$ cat src/rtl/prio_encoder_rr.sv
// Registered priority encoder with a valid/ready handshake on both sides.
// MODE=0 picks the highest set request; MODE=1 rotates priority with a pointer.
module prio_encoder_rr #(
    parameter int unsigned WIDTH = 8,
    parameter int unsigned MODE  = 0,
    localparam int unsigned IW   = (WIDTH > 2) ? $clog2(WIDTH) : 1
) (
    input  logic             clk,
    input  logic             rst_n,
    input  logic [WIDTH-1:0] req,
    input  logic             in_valid,
    output logic             in_ready,
    output logic [IW-1:0]    idx,
    output logic             any,
    output logic             multi,
    output logic             out_valid,
    input  logic             out_ready
);

    logic [IW-1:0] r_ptr;
    logic [IW-1:0] r_idx;
    logic          r_any;
    logic          r_multi;
    logic          r_out_valid;

    logic          w_xfer_in;
    logic          w_any;
    logic          w_multi;
    logic [IW-1:0] w_fix_idx;
    logic [IW-1:0] w_rr_hi_idx;
    logic          w_rr_hi_found;
    logic [IW-1:0] w_rr_lo_idx;
    logic [IW-1:0] w_idx;
    logic [IW-1:0] w_ptr_nxt;

    assign in_ready  = !r_out_valid || out_ready;
    assign w_xfer_in = in_valid && in_ready;

    // Clearing the lowest set bit leaves something only if two or more were set.
    assign w_any   = |req;
    assign w_multi = (req & (req - WIDTH'(1))) != '0;

    // Fixed priority: the last set bit seen in an ascending scan is the highest.
    always_comb begin
        w_fix_idx = '0;
        for (int i = 0; i < WIDTH; i++) begin
            if (req[i]) begin
                w_fix_idx = IW'(i);
            end
        end
    end

    // Round robin: lowest set bit at or above ptr, else wrap to lowest set bit overall.
    always_comb begin
        w_rr_hi_idx   = '0;
        w_rr_hi_found = 1'b0;
        w_rr_lo_idx   = '0;
        for (int i = WIDTH - 1; i >= 0; i--) begin
            if (req[i]) begin
                w_rr_lo_idx = IW'(i);
                if (IW'(i) >= r_ptr) begin
                    w_rr_hi_idx   = IW'(i);
                    w_rr_hi_found = 1'b1;
                end
            end
        end
    end

    always_comb begin
        w_idx = '0;
        if (w_any) begin
            if (MODE == 1) begin
                w_idx = w_rr_hi_found ? w_rr_hi_idx : w_rr_lo_idx;
            end else begin
                w_idx = w_fix_idx;
            end
        end
    end

    // Explicit wrap keeps ptr inside 0..WIDTH-1 for non-power-of-2 widths.
    assign w_ptr_nxt = (w_idx == IW'(WIDTH - 1)) ? '0 : w_idx + IW'(1);

    always_ff @(posedge clk or negedge rst_n) begin
        if (!rst_n) begin
            r_ptr <= '0;
        end else if ((MODE == 1) && w_xfer_in && w_any) begin
            r_ptr <= w_ptr_nxt;
        end
    end

    always_ff @(posedge clk or negedge rst_n) begin
        if (!rst_n) begin
            r_out_valid <= 1'b0;
            r_idx       <= '0;
            r_any       <= 1'b0;
            r_multi     <= 1'b0;
        end else if (w_xfer_in) begin
            r_out_valid <= 1'b1;
            r_idx       <= w_idx;
            r_any       <= w_any;
            r_multi     <= w_multi;
        end else if (out_ready) begin
            r_out_valid <= 1'b0;
        end
    end

    assign idx       = r_idx;
    assign any       = r_any;
    assign multi     = r_multi;
    assign out_valid = r_out_valid;

endmodule

$ cat config.mk
export PLATFORM = sky130hd
export DESIGN_NAME = prio_encoder_rr
export DESIGN_NICKNAME = d
export VERILOG_FILES = /design/src/rtl/prio_encoder_rr.sv
export SDC_FILE = /design/constraint.sdc
export NUM_CORES = 1
export LEC_CHECK = 0
export ABC_AREA = 1
export CAP_MARGIN = 20
export CORE_AREA = 2 2 39 41
export DETAILED_ROUTE_END_ITERATION = 7
export DIE_AREA = 0 0 41 43
export PLACE_DENSITY = 0.64
export SETUP_SLACK_MARGIN = 0.4
export SYNTH_ARGS = -nofsm -noshare
export SYNTH_HDL_FRONTEND = slang
export SYNTH_SLANG_ARGS = --single-unit
$ cat constraint.sdc
create_clock -name clk -period 2.05 [get_ports clk]
set_clock_uncertainty 0.1 [all_clocks]
set_input_delay 0.41 -clock clk [delete_from_list [all_inputs] [get_ports clk]]
set_output_delay 0.41 -clock clk [all_outputs]
set_load 0.01 [all_outputs]
# After elaboration in Yosys (flattened, before gate mapping)
# Cells that the tools add are included.
# word_totals
register_bits	6
in_bits	12
out_inout_bits	7
word_cells	22
# classes
add_sub_neg	1
muxes	10
bitwise	1
reduce_logical	6
# ops
cell	n
3-bit 2-to-1 mux	5
8-bit AND	1
8-bit nonzero test	1
8-bit OR reduction	1
8-bit by 1-bit subtractor with 8-bit output, second input constant	1
2-bit 2-to-1 mux	2
1-bit 2-to-1 mux	3
2-bit nonzero test	1
1-bit logical AND	1
1-bit zero test	1
1-bit logical OR	1

# Logic depth before layout (Yosys ltp)
# Gate-level depths: netlist of run 1.
# depth
word_depth	8
mapped_depth	8

# Worst setup path before layout of run 1
# No wires, ideal clock.
# synth_path
path_kind	input to register
startpoint	input out_ready
endpoint	register r_multi (netlist: multi)
t_arrival_ps	945
required_ps	1837
slack_ps	892
cell_stages	7
path_cell_list	inv_2 -> nand2_2 -> nand2_4 -> inv_2 -> or2_0 -> nand2_1 -> inv_1
# synth_between
elab_chain_cells	2
# synth_lines
item	line	rtl
from (decl)	17	input logic out_ready
1-bit logical OR	36	assign in_ready = !r_out_valid || out_ready;
named net in_ready	12	output logic in_ready,
1-bit logical AND	37	assign w_xfer_in = in_valid && in_ready;
to (signal assigned)	101	r_multi <= w_multi;
to (decl)	23	logic r_multi;
# The timed path passes the listed nets, and every way through them passes these cells.
# A chain may end at the register's enable or synchronous reset.

# Worst setup path after layout of run 1
# layout_path
startpoint	input out_ready
endpoint	output in_ready
# layout_between
elab_chain_cells	1
# layout_lines
item	line
1-bit logical OR	36
to (decl)	12
# Every way passes these cells.

==> results.json, run 1 <==
{
  "outcome": "completed",
  "grt_max_degree": 8,
  "cpPeakStageDelay_ns": 0.47,
  "p_total_uw": 341,
  "grt_pass1_wl_um": 1370,
  "numCtsBuffers": 3,
  "rsz0062_at_grt": "no",
  "end_kind": "primary output",
  "worstPathCellList": "clkdlybuf4s50_1, inv_2, nand2_2, buf_2",
  "fin_cells": 92,
  "pwr-share-seq_pct": 40.2,
  "synthCells": 54,
  "clkTransAtPathRegs_ns": 0.05,
  "worstMarginPinSlew_ns": 0.274,
  "rows": 14,
  "grt-ovfl-total": 0,
  "fp.dieH_um": 43,
  "syn2layout_area_growth_pct": 63.9,
  "ctsLongestPathBuffers": 2,
  "post-place-ws_ns": 0.0402,
  "p_int_uw": 249,
  "yosysSeqAreaShare_pct": 40.5,
  "power_density_nw_per_um2": 562,
  "critPathRequiredTime_ns": 1.54,
  "cts_htree_levels": 1,
  "via_count": 394,
  "cts-hold-fix-buffers": 0,
  "place_congestion": 0.740,
  "clock-sinks": 6,
  "vdd_drop_max_v": 0.000132,
  "num_antenna_cells": 0,
  "yosysUniqueCellTypes": 16,
  "critPathBufInv": 3,
  "ff2ff_setup_slack_ns": 0.88,
  "core_area_um2": 1380,
  "syn_area_um2": 370,
  "hold_class": "in -> async",
  "design_area_um2": 607,
  "cts_setup_buffers": 0,
  "die_width_um": 41,
  "drv_cap": 0,
  "hpwl_um": 669,
  "ys_warn_count": 0,
  "layout-drive-gt1-share_pct": 18.4,
  "fmaxAchievable_ghz": 0.627,
  "layout_min_cycle_time_ns": 1.60,
  "combPwrFrac_pct": 28.2,
  "p_sw_uw": 91.7,
  "routed_wl_um": 762,
  "ios": 19,
  "drc": 0,
  "clk-insertion-delay-late_ns": 0.24,
  "worst_slack_ns": 0.454,
  "place_inst": 89,
  "dr.first_iter.drc_count": 1,
  "synth_top_area_share_pct": 40.5,
  "cts_tree": "done",
  "layout_common_cells": "nand2_1, clkdlybuf4s50_1, nor2_1",
  "setup-tns-final_ns": 0,
  "finalCritPeriodShare_pct": 77.8,
  "slew_headroom_pct": 81.7,
  "path_class": "in -> out",
  "num-nets-final": 90,
  "drt_pre_antenna_iters": 2,
  "yosys.area.top_type": "dfrtp_1",
  "critPathTopFamily": "buffers and inverters",
  "ys_top_cells_by_area": "dfrtp_1, nand2_1, nor2_1, nor2_2, nand3_1",
  "start_util_pct": 26.8,
  "die-area_um2": 1760,
  "synthesis.nets": 66,
  "syn_area_per_cell_um2": 6.86,
  "fillers": 149,
  "cp.arrival_ns": 1.09,
  "antenna_found_initial": 0,
  "drv_slew": 0,
  "cp-start-kind": "input pin",
  "ys_seq_elements": 6,
  "cts-root-buf": "clkbuf_4",
  "grt_pass1_vias": 390,
  "port_buffers": 18,
  "place_area_um2": 578,
  "clkPwrFrac_pct": 31.6,
  "ant_nets": 0,
  "worst-path-max-fanout": 2,
  "final-setup-viol-count": 0,
  "swShare_pct": 26.9,
  "layout_commonest_cell": "nand2_1",
  "viasPerCell": 4.28,
  "routedWlPerCell_um": 8.28,
  "hold_viol_final": 0,
  "gr-usage-all-layers_pct": 11.2,
  "p_leak_uw": 0.000307,
  "critPathSlowestCell": "clkdlybuf4s50_1"
}
-- cell type report --
cell class	count	area (um2)	share of cell area, %
Inverter	6	22.5	3.71
Clock buffer	3	22.5	3.71
Timing Repair Buffer	19	194	32.0
Multi-Input combinational cell	42	198	32.6
Tap cell	16	20.0	3.30
Sequential cell	6	150	24.7
-- state kept, by name (all words and copies together), names as in the netlist --
name,count
any,1
idx,3
multi,1
out_valid,1
-- logic make-up (layout without fill, tap and decap cells) --
kind of cell / Yosys count / count (layout) / share of synthesized area [%]
compound gates: 6 / 6 / 9.12
buf+inv: 6 / 28 / 6.08
flops: 6 / 6 / 40.5
simple gates: 36 / 36 / 44.3
-- repair_timing --
item / 4_1_cts / 5_1_grt
setup endpoints to repair: 2 / 5
endpoints found under the hold margin: 0 / 0
gates resized for setup: 5 / 5
pin swaps: 0 / 0
-- cells in the mapped netlist --
| cell | n |
|---|---|
| or2_2 | 1 |
| nand2_1 | 18 |
| nand3_1 | 3 |
| o31ai_1 | 1 |
| o21ai_1 | 1 |
| a21oi_1 | 1 |
| dfrtp_1 | 6 |
| a31oi_1 | 1 |
| nand2_2 | 2 |
| o21ai_0 | 2 |
| inv_1 | 4 |
| nand2_4 | 1 |
| nor2_2 | 3 |
| inv_2 | 2 |
| nor2_1 | 7 |
| or2_0 | 1 |
-- through the flow --
step	hold slack [ns]	util, %
floorplan	0.0144	-
global placement	0.365	41.8
finish	0.308	43.9
detailed placement	0.367	41.8
global route	0.325	43.9
CTS	0.313	42.9
-- power groups by stage --
| stage | clock network (uW) | registers, uW | logic, uW |
|---|---|---|---|
| after global routing | 117 | 138 | 109 |
| after global placement | 0 | 139 | 102 |
| after floorplan | 0 | 145 | 34.2 |
| final | 108 | 137 | 96.2 |
| after CTS | 114 | 137 | 100 |
| after detailed placement | 0 | 139 | 103 |
-- worst reg2reg max path, cell delays in order, from the launching register on --
cell     delay [ns]
dfrtp_1        0.35
nand2_2        0.06
buf_4          0.14
nand2_4        0.08
inv_2          0.05
or2_0          0.20
nand2_1        0.07
inv_1          0.03
-- path summary, 6_finish.rpt --
| check | cells past startpoint | from | to |
|---|---|---|---|
| worst max-delay path | 4 | out_ready | in_ready |
| worst min-delay path | 1 | rst_n | idx[2] |
| worst max register to register | 7 | out_valid | multi |
| worst min register to register | 2 | any | any |
| max in group asynchronous | 1 | rst_n | out_valid |
| min in group clk | 2 | any | any |
-- layer usage --
metal	global-route usage [%]	part of all wire, %	vias to the layer above
li1	-	-	213
met1	11.0	39	168
met2	19.4	52	13
met3	3.14	8.5	0
met4	6.00	0	0
met5	0	0	-
Note: power is estimated with default switching activity, not from simulation.
==> run 2, diff against run 1 <==
Clock period 2.05 ns to 1.6 ns, I/O delays scaled along.
==> run 2 against run 1 <==
Net effect: cell count is 7.6% higher; setup slack got worse by 0.073 ns; non-clock buffer count is 7 higher; count of clock-buffer cells in the layout unchanged; power increased by 27%; critical path depth decreased by 2; sequential power grew 28%; clock power rose by 23%; critical path type is now reg -> out; critical endpoint unchanged.
==> results.json, run 2 (synthesized netlist as in run 1, its figures left out) <==
{
  "end_kind": "primary output",
  "hold_class": "in -> async",
  "routed.top_layer": "met4",
  "ant_nets": 0,
  "ios": 19,
  "vdd_drop_max_v": 0.000193,
  "layout_commonest_cell": "nand2_1",
  "cp-start-kind": "flip-flop",
  "worstPathCellList": "nand2_2, buf_6",
  "wl_met3_um": 62,
  "critPathSlowestCell": "dfrtp_1",
  "routed_wl_um": 821,
  "cpPeakStageDelay_ns": 0.37,
  "via_count": 414,
  "finalCritPeriodShare_pct": 76.2,
  "clock-sinks": 6,
  "syn2layout_area_growth_pct": 66.6,
  "ff2ff_setup_slack_ns": 0.43,
  "fin_cells": 99,
  "critPathRequiredTime_ns": 1.18,
  "rr_endpoint": "idx[0]",
  "cts_tree": "done",
  "power_density_nw_per_um2": 703,
  "die-area_um2": 1760,
  "rsz0062_at_grt": "yes",
  "p_leak_uw": 0.000326,
  "wl_met1_um": 322,
  "num-nets-final": 97,
  "die_width_um": 41,
  "clk-insertion-delay-late_ns": 0.24,
  "place_congestion": 0.791,
  "num_antenna_cells": 0,
  "viasPerCell": 4.18,
  "largest_reg_flops": 3,
  "fp.dieH_um": 43,
  "cp.arrival_ns": 0.80,
  "core_area_um2": 1380,
  "fillers": 161,
  "layout-drive-gt1-share_pct": 34.9,
  "clkTransAtPathRegs_ns": 0.04,
  "fmaxAchievable_ghz": 0.820,
  "antenna_found_initial": 0,
  "routedWlPerCell_um": 8.29,
  "grt_pass1_vias": 358,
  "final-setup-viol-count": 0,
  "route.met2.wl_um": 430,
  "ctsLongestPathBuffers": 2,
  "place_area_um2": 601,
  "layout_min_cycle_time_ns": 1.22,
  "r2r_start": "out_valid",
  "r2r_cells": 7,
  "rows": 14,
  "drc": 0,
  "numCtsBuffers": 3,
  "cp-startpoint": "out_valid",
  "crit_path_end": "in_ready",
  "gr-usage-all-layers_pct": 11.3,
  "start_util_pct": 26.8,
  "drt_pre_antenna_iters": 2,
  "cp.depth": 2,
  "dr.first_iter.drc_count": 2,
  "path_class": "reg -> out",
  "critPathTopFamily": "flip-flops",
  "place_inst": 92,
  "grt-ovfl-total": 0,
  "cts-root-buf": "clkbuf_4",
  "port_buffers": 18,
  "critPathBufInv": 1,
  "worstMarginPinSlew_ns": 0.262,
  "grt_pass1_wl_um": 1330,
  "grt_max_degree": 7,
  "hpwl_um": 693,
  "drv_cap": 0,
  "design_area_um2": 617,
  "hold_viol_final": 0,
  "cts_htree_levels": 1,
  "worst-path-max-fanout": 2,
  "slew_headroom_pct": 82.5,
  "drv_slew": 0,
  "outcome": "completed",
  "layout_common_cells": "nand2_1, dlygate4sd2_1, buf_4"
}
## run 2: timing repair
item / in CTS / in global routing
endpoints found under the setup margin: 12 / 4
gates resized for setup: 41 / 0
hold endpoints to repair: 0 / 0
buffers inserted: 2 / 2
hold buffers: 0 / 0
gates cloned: 0 / 0
pin swaps: 5 / 0
## run 2: layer usage
layer,global-route usage [%],vias up
met5,0,-
met4,10.0,0
met3,1.57,2
met2,18.1,13
met1,11.9,173
li1,-,226
## run 2: worst reg2reg max path: stages, from the launching register on
cell and delay, ns:
dfrtp_1 0.37, nand2_2 0.09, buf_4 0.13, nand2_4 0.06, buf_4 0.13, nor2_1 0.09
nand3_1 0.08, nand2_1 0.07
## run 2: worst min-delay path by stage
stage	startpoint	to	slack, ns	depth (start not counted)
finish	rst_n	idx[2]	0.22	1
global placement	idx[1]	idx[1]	0.37	2
detailed placement	idx[0]	idx[0]	0.37	2
CTS	rst_n	idx[2]	0.22	1
global route	rst_n	idx[2]	0.24	1
floorplan	rst_n	any	-0.08	0
## run 2: layout make-up
cell class,count,area [um2],share of cell area [%]
Clock buffer,3,22.5,3.65
Inverter,6,22.5,3.65
Multi-Input combinational cell,42,203,32.9
Sequential cell,6,150,24.3
Tap cell,16,20.0,3.25
Timing Repair Buffer,26,199,32.3
## run 2: report_power, final
group / leakage [uW] / internal [uW] / total, uW / switching (uW)
clock: 0.0000138 / 84.4 / 133 / 48.2
combinational: 0.000248 / 63.5 / 126 / 62.2
sequential: 0.0000639 / 168 / 175 / 7.25
total: 0.000326 / 316 / 433 / 118
## run 2: through the flow
stage	total power [uW]	TNS [ns]	setup WS, ns	utilization, %	hold WS, ns
final	433	0	0.381	44.6	0.218
after global routing	465	0	0.341	44.6	0.237
after CTS	439	0	0.365	43.5	0.220
after detailed placement	318	-0.259	-0.245	43.4	0.365
after global placement	316	-0.217	-0.217	43.4	0.368
after floorplan	229	0	0.465	-	-0.0756
